### src/rtl/imem_boot_loader.sv
// imem_boot_loader: assembles a big-endian byte stream into imem words and holds the core in reset until loaded
//
// Ports:
//   Clk          rising-edge system clock
//   Reset        asynchronous active-low reset
//   in_valid     stream byte valid
//   in_data      stream byte
//   in_ready     loader accepts a byte this cycle (handshake = in_valid & in_ready)
//   reload       one-cycle pulse restarting the load from DONE or ERR
//   im_we        imem write strobe (one-cycle pulse)
//   im_addr      imem word address
//   im_wdata     imem write data
//   cpu_hold     1 holds the core in reset
//   boot_err     sticky error flag, cleared by reload or Reset
//   words_loaded payload words written during the current load
//
// Build option: define BOOT_CHECKSUM_EN to append a 32-bit payload checksum word
// after the image; a mismatching checksum sends the loader to ERR.
module imem_boot_loader #(
    parameter int ADDR_W    = 8,
    parameter int BASE_ADDR = 0
) (
    input  logic              Clk,
    input  logic              Reset,
    input  logic              in_valid,
    input  logic [7:0]        in_data,
    output logic              in_ready,
    input  logic              reload,
    output logic              im_we,
    output logic [ADDR_W-1:0] im_addr,
    output logic [31:0]       im_wdata,
    output logic              cpu_hold,
    output logic              boot_err,
    output logic [ADDR_W:0]   words_loaded
);
`ifdef BOOT_CHECKSUM_EN
    typedef enum logic [2:0] {HDR, LOAD, CHK, DONE, ERR} state_t;
`else
    typedef enum logic [2:0] {HDR, LOAD, DONE, ERR} state_t;
`endif
    localparam logic [32:0]       CAP  = 33'd1 << ADDR_W;
    localparam logic [ADDR_W-1:0] BASE = BASE_ADDR[ADDR_W-1:0];
    state_t            r_state;
    logic [1:0]        r_cnt;
    logic [23:0]       r_acc;
    logic [ADDR_W:0]   r_n;
    logic              w_hs;
    logic [31:0]       w_word;
    logic [ADDR_W:0]   w_wl_nx;
    assign w_hs    = in_valid & in_ready;
    assign w_word  = {r_acc, in_data};
    assign w_wl_nx = words_loaded + 1'b1;
`ifdef BOOT_CHECKSUM_EN
    logic [31:0] r_sum;
    always_ff @(posedge Clk or negedge Reset) begin
        if (!Reset)
            r_sum <= '0;
        else if ((r_state == DONE || r_state == ERR) && reload)
            r_sum <= '0;
        else if (r_state == LOAD && w_hs && r_cnt == 2'd3)
            r_sum <= r_sum + w_word;
    end
`endif
    always_ff @(posedge Clk or negedge Reset) begin
        if (!Reset) begin
            r_state      <= HDR;
            r_cnt        <= '0;
            r_acc        <= '0;
            r_n          <= '0;
            in_ready     <= 1'b0;
            im_we        <= 1'b0;
            im_addr      <= BASE;
            im_wdata     <= '0;
            cpu_hold     <= 1'b1;
            boot_err     <= 1'b0;
            words_loaded <= '0;
        end else begin
            im_we <= 1'b0;
            if (r_state == DONE || r_state == ERR) begin
                cpu_hold <= (r_state == ERR) | reload;
                if (reload) begin
                    r_state      <= HDR;
                    r_cnt        <= '0;
                    r_acc        <= '0;
                    in_ready     <= 1'b1;
                    boot_err     <= 1'b0;
                    words_loaded <= '0;
                end
            end else begin
                in_ready <= 1'b1;
                if (w_hs) begin
                    r_cnt <= r_cnt + 2'd1;
                    r_acc <= w_word[23:0];
                    if (r_cnt == 2'd3) begin
                        if (r_state == HDR) begin
                            r_n <= w_word[ADDR_W:0];
                            if (w_word == '0) begin
`ifdef BOOT_CHECKSUM_EN
                                r_state <= CHK;
`else
                                r_state  <= DONE;
                                in_ready <= 1'b0;
`endif
                            end else if ({1'b0, w_word} > CAP) begin
                                r_state  <= ERR;
                                in_ready <= 1'b0;
                                boot_err <= 1'b1;
                            end else
                                r_state <= LOAD;
                        end else if (r_state == LOAD) begin
                            im_we        <= 1'b1;
                            im_wdata     <= w_word;
                            // wraps naturally at 2**ADDR_W via the truncated add
                            im_addr      <= BASE + words_loaded[ADDR_W-1:0];
                            words_loaded <= w_wl_nx;
                            if (w_wl_nx == r_n) begin
`ifdef BOOT_CHECKSUM_EN
                                r_state <= CHK;
`else
                                r_state  <= DONE;
                                in_ready <= 1'b0;
`endif
                            end
                        end
`ifdef BOOT_CHECKSUM_EN
                        else begin
                            in_ready <= 1'b0;
                            r_state  <= (w_word == r_sum) ? DONE : ERR;
                            boot_err <= (w_word != r_sum);
                        end
`endif
                    end
                end
            end
        end
    end
endmodule

### config.mk
export PLATFORM = sky130hd
export DESIGN_NAME = imem_boot_loader
export DESIGN_NICKNAME = d
export VERILOG_FILES = /design/src/rtl/imem_boot_loader.sv
export SDC_FILE = /design/constraint.sdc
export NUM_CORES = 1
export LEC_CHECK = 0
export BUFFER_PORTS_ARGS = -buffer_cell sky130_fd_sc_hd__buf_2
export CAP_MARGIN = 25
export CORE_ASPECT_RATIO = 1.25
export CORE_UTILIZATION = 56
export CTS_CLUSTER_SIZE = 30
export DETAILED_ROUTE_END_ITERATION = 8
export PLACE_DENSITY = 0.79
export SLEW_MARGIN = 5
export SYNTH_ARGS = -nofsm -noshare
export SYNTH_HDL_FRONTEND = slang
export SYNTH_SLANG_ARGS = --single-unit
### constraint.sdc
create_clock -name Clk -period 2.4 [get_ports Clk]
set_input_delay 0.48 -clock Clk [delete_from_list [all_inputs] [get_ports Clk]]
set_output_delay 0.48 -clock Clk [all_outputs]
set_load 0.005 [all_outputs]
==> results.toml, run 1 <==
[logic_synthesis]
syn_inst = 435
synth_area_um2 = 4080
synth_enable_flop_cells = 0
synth-seq-cells = 90
synth.distinct_cells = 49
synth_warnings = 0
synth.avg_cell_area_um2 = 9.39
synth.net_count = 449
synthFlopType = "dfrtp_1"
ys_seq_area_share_pct = 55.2
ys_async_sr_fraction_pct = 100

[critical_path]
cp-start-kind = "register"
cp.required_ps = 2700
crit_fanout = 9
cp-end-kind = "register"
ff2ff_path_depth = 6
criticalPathCategory = "reg -> reg"
critPathArrivalTime_ps = 2460

[sta]
min_period_ps = 2160
layout_setup_ws_ps = 237
relSlewSlack_pct = 59.2
tightest_slew_ps = 611
setup-violations-final = 0
fin_setup_tns_ps = 0
rsz0062_at_grt = "false"
hold_viol_final = 0
max_freq_mhz = 462
drv_slew = 0
fin_skew_ps = 6.24
fin_crit_sh_pct = 90.1

[global_routing]
grt_overflow_total = 0
track_usage_pct = 25.3
antenna_found_initial = 0
grt_max_degree = 56
grt_pass1_vias = 3204
grt_first_pass_wirelength_um = 15200

[worst_hold_path]
hp-class = "in -> async"

[floorplan]
die_area_um2 = 7640
row_count = 34
pin_count = 65
start_util_pct = 58.2
core_area_um2 = 7020
die_w_um = 78.4
die_y_um = 97.5

[route]
initialDrtViolationCount = 257
dr.pass1.iters = 4
dr_total_vias = 3259
wirelength_um = 8800
drcViolationCount = 0
via_per_inst = 5.56
avgRoutedWirePerCell_um = 15.0
drtAntennaViolNets = 0

[clock_network]
clock_path_buffers = 2
cts_resized = 0
clkTransAtPathRegs_ps = 90
cts_root_buf = "clkbuf_8"
cts_buffers = 9
cts.sinks = 90
hold_buffers = 0
cts_tree = "done"
worst_skew_pair.late_latency_ps = 350
cts_max_level = 3
post-cts-setup-buffers = 0

[power]
power_frac_seq_pct = 50.5
p_leak_nw = 2.48
internal_power_w = 0.00317
switching_share_pct = 37.0
combPwrFrac_pct = 30.5
vdd_drop_max_uv = 586
netSwitchingPower_w = 0.00186
pwr-share-clk_pct = 19.1
powerDensity_nw_per_um2 = 1090

[final_layout]
final_common_cell = "nand2_1"
fillers = 563
layout_common_cells = "nand2_1 (183), dfrtp_1 (89), buf_2 (63), nand3_1 (29), o21ai_0 (15)"
diodes = 0
area_growth_pct = 13.5
drive_above_1_share_pct = 22.6
fin_nets = 505
fin_area_um2 = 4630

[run_status]
outcome = "finished, final reports clean"

[placement]
place_ws_ps = 291
place_congestion = 0.851
port_buffers = 64
postPlaceCellArea_um2 = 4450
dp_hpwl_um = 5980

[flow_run]
cap_violations = 0
-- worst max-delay path, stage by stage, from the launching register on --
cell       delay, ps
dfrtp_1          510
ha_1             340
xor3_1           450
nor3_1           200
o2111ai_2        150
a211oi_2         290
a221o_1          180
-- metrics by stage --
step	util, %	std cells	hold slack (ps)	total power (W)
floorplan	-	435	184	0.00347
global placement	63.4	570	452	0.00401
detailed placement	63.4	570	457	0.00410
CTS	66.0	586	86.0	0.00504
global route	66.0	586	97.5	0.00537
finish	66.0	586	63.0	0.00503
-- path summary, 6_finish.rpt --
| check | from | to | slack [ps] |
|---|---|---|---|
| max in group asynchronous | Reset | r_acc[14] | 1690 |
| min | Reset | im_addr[3] | 60 |
| min reg2reg | im_wdata[3] | im_wdata[3] | 470 |
| min in group Clk | in_data[2] | im_wdata[2] | 380 |
| max reg2reg | words_loaded[0] | r_state[1] | 240 |
| max | words_loaded[0] | r_state[1] | 240 |
-- cell type report --
cell class / instances / area, um2 / area share (%)
flip-flops and latches: 90 / 2250 / 48.6
clock buffers: 11 / 141 / 3.05
clock inverters: 5 / 38.8 / 0.837
well taps: 90 / 113 / 2.43
multi-input cells: 316 / 1690 / 36.4
inverters: 3 / 11.3 / 0.243
repair buffers: 71 / 388 / 8.37
-- registers in the layout, indices dropped and copies added, names as in the netlist --
signal,cells
cpu_hold,1
boot_err,1
words_loaded,9
in_ready,1
im_wdata,32
r_cnt,2
r_acc,24
im_addr,8
im_we,1
r_state,2
r_n,9
-- cell families after synthesis --
group                    count (synthesis)  share of synthesized area, %
AND/OR/NAND/NOR                        251                          27.6
flip-flops                              90                          55.2
AO/OA/AOI/OAI                           42                          7.60
buffers and inverters                   29                          3.46
XOR/XNOR                                11                          2.73
multiplexers                            10                          2.85
adder cells (fa/ha/maj)                  2                         0.613
-- Yosys cell counts, types with 3 or more instances --
cell type | count | area (um2)
clkbuf_1 | 12 | 45.0
xor2_1 | 4 | 35.0
xnor2_1 | 6 | 52.6
nor3_1 | 4 | 20.0
a21oi_1 | 6 | 30.0
a31oi_1 | 7 | 43.8
nor2_1 | 5 | 18.8
and3_1 | 3 | 18.8
and4_1 | 3 | 26.3
mux2_2 | 8 | 90.1
buf_2 | 11 | 55.1
o21ai_0 | 15 | 75.1
dfrtp_1 | 89 | 2230
nand3_1 | 29 | 145
nor4_1 | 6 | 37.5
nand2_1 | 183 | 687
-- per-layer routing --
| metal | up-vias | routed length, um | track usage, % |
|---|---|---|---|
| li1 | 1564 | - | - |
| met1 | 1575 | 3870 | 34.3 |
| met2 | 103 | 4410 | 41.5 |
| met3 | 17 | 387 | 4.13 |
| met4 | 0 | 139 | 8.55 |
| met5 | - | 0 | 0 |
-- power groups by stage --
stage / combinational [W] / sequential, W / clock (W)
5_1_grt: 0.00173 / 0.00261 / 0.00103
3_3_place_gp: 0.00147 / 0.00254 / 0
6_report: 0.00153 / 0.00254 / 0.000960
3_5_place_dp: 0.00154 / 0.00256 / 0
2_1_floorplan: 0.00102 / 0.00245 / 0
4_1_cts: 0.00155 / 0.00253 / 0.000963
Note: power is estimated with default switching activity, not from simulation.
==> run 2: changes to the inputs <==
--- a/config.mk
+++ b/config.mk
@@ -12,6 +12,7 @@
 export CTS_CLUSTER_SIZE = 30
 export DETAILED_ROUTE_END_ITERATION = 8
 export PLACE_DENSITY = 0.79
+export SETUP_SLACK_MARGIN = 0.5
 export SLEW_MARGIN = 5
 export SYNTH_ARGS = -nofsm -noshare
 export SYNTH_HDL_FRONTEND = slang
==> run 2 against run 1 <==
Against the previous run:
- total power rose by 3.4%
- non-clock buffer count rose by 5
- global-route usage rose by 0.93 points
- sequential cell count did not move
- cell area rose by 2.9%
- critical path type unchanged
==> results.toml, run 2 (synthesized netlist as in run 1, its figures left out) <==
[placement]
dpl.cell_count = 570
dp_hpwl_um = 5970
place_congestion = 0.862
port_buffers = 64

[final_layout]
finalNonFillerCells = 591
drive_above_1_share_pct = 26.3
largest_register = "im_wdata"
layout_common_cells = "nand2_1 (183), dfrtp_1 (84), buf_2 (63), nand3_1 (29), o21ai_0 (14)"
diodes = 0
largest_reg_flops = 32
fin_nets = 510
final_common_cell = "nand2_1"
biggestRegsByFlops = "im_wdata: 32 flops, r_acc: 24 flops"
area_growth_pct = 16.8

[critical_path]
worstPathCellList = "nor4_1 > and4_1 > o2111a_2 > a211oi_2 > a221o_1"
cp.required_ps = 2650
crit_path_top_delay_cell = "dfrtp_1"
reg2reg_from = "r_acc[1]"
crit_fanout = 4
critPathArrivalTime_ps = 2130
ff2ff_path_depth = 5
critPathBufInv = 0
r2r_slack_ps = 520
max_stage_delay_ps = 450
cp-start-kind = "register"
criticalPathCategory = "reg -> reg"
path_delay_family = "simple AND/OR/NAND/NOR gates"
cp-end-kind = "register"
r2r-end = "r_state[1]"

[flow_run]
cap_violations = 0

[power]
combPwrFrac_pct = 32.5
power_frac_seq_pct = 49.3
switching_share_pct = 37.6
powerDensity_nw_per_um2 = 1090
internal_power_w = 0.00325
netSwitchingPower_w = 0.00196
pwr-share-clk_pct = 18.2
p_leak_nw = 2.52
vdd_drop_max_uv = 682

[clock_network]
cts.sinks = 90
clkTransAtPathRegs_ps = 90
cts_max_level = 3
worst_skew_pair.late_latency_ps = 360
clock_path_buffers = 2
cts_buffers = 9
hold_buffers = 0
cts_root_buf = "clkbuf_8"
cts_tree = "done"

[floorplan]
die_area_um2 = 7640
start_util_pct = 58.2
die_y_um = 97.5
core_area_um2 = 7020
row_count = 34
pin_count = 65
die_w_um = 78.4

[sta]
setup-violations-final = 0
hold_viol_final = 0
fin_crit_sh_pct = 78.3
max_freq_mhz = 532
drv_slew = 0
fin_setup_tns_ps = 0
relSlewSlack_pct = 71.6
min_period_ps = 1880
fin_skew_ps = 8.27
tightest_slew_ps = 426
rsz0062_at_grt = "true"

[worst_hold_path]
hp-class = "in -> async"

[route]
dr_total_vias = 3342
drtAntennaViolNets = 0
avgRoutedWirePerCell_um = 15.6
dr.pass1.iters = 5
initialDrtViolationCount = 259
wirelength_um = 9240
drcViolationCount = 0
via_per_inst = 5.65

[global_routing]
grt_pass1_vias = 3251
grt_max_degree = 61
grt_first_pass_wirelength_um = 15600
grt_overflow_total = 0
antenna_found_initial = 0
track_usage_pct = 26.3

[run_status]
outcome = "finished, final reports clean"
[run 2: cell count changes in the layout (fill, tap and decap cells not counted), moves of 2 or more]
cell,previous run,this run
a21oi_2,0,2
buf_4,7,10
dfrtp_1,89,84
dfrtp_2,0,5
buf_6,0,2
a21oi_1,6,4
[run 2: layout make-up]
type                    count  area (um2)
inverters                   3        11.3
well taps                  90         113
fillers                   576        2250
repair buffers             76         433
clock buffers              10         128
flip-flops and latches     90        2260
multi-input cells         316        1780
clock inverters             6        48.8
[run 2: worst max-delay path by stage]
| stage | from | endpoint | slack (ps) | cells after the start |
|---|---|---|---|---|
| global route | words_loaded[8] | r_state[1] | 460 | 5 |
| finish | r_acc[1] | r_state[1] | 520 | 5 |
| detailed placement | words_loaded[1] | in_ready | 390 | 6 |
| global placement | words_loaded[1] | in_ready | 460 | 6 |
| CTS | words_loaded[1] | in_ready | 500 | 6 |
| floorplan | words_loaded[1] | in_ready | 510 | 6 |
[run 2: per-layer routing]
layer / vias up / share of wire [%] / routed length (um) / GRT usage [%]
li1: 1570 / - / - / -
met1: 1634 / 43 / 3960 / 35.2
met2: 122 / 50 / 4580 / 43.0
met3: 16 / 5.5 / 505 / 5.26
met4: 0 / 2.2 / 199 / 8.26
met5: - / 0 / 0 / 0
[run 2: power groups by stage]
stage	clock [W]	combinational, W	sequential (W)
2_1_floorplan	0	0.00102	0.00246
3_3_place_gp	0	0.00147	0.00255
3_5_place_dp	0	0.00153	0.00257
4_1_cts	0.000970	0.00161	0.00254
5_1_grt	0.00103	0.00190	0.00264
6_report	0.000947	0.00169	0.00257
[run 2: per-stage QoR]
step                      worst slack [ps]  cell area (um2)  hold slack [ps]  power, W  utilization [%]
after CTS                              498             4680             50.0   0.00513             66.7
final                                  521             4770             47.7   0.00521             67.9
after floorplan                        513             4090              184   0.00348                -
after global placement                 461             4460              434   0.00402             63.5
after detailed placement               390             4460              441   0.00409             63.5
after global routing                   461             4770             65.3   0.00557             67.9
[run 2: what timing repair did]
| item | in CTS | in global routing |
|---|---|---|
| buffers inserted | 3 | 2 |
| pin swaps | 0 | 7 |
| hold endpoints to repair | 0 | 0 |
| resized for setup | 5 | 15 |
| setup endpoints to repair | 3 | 10 |
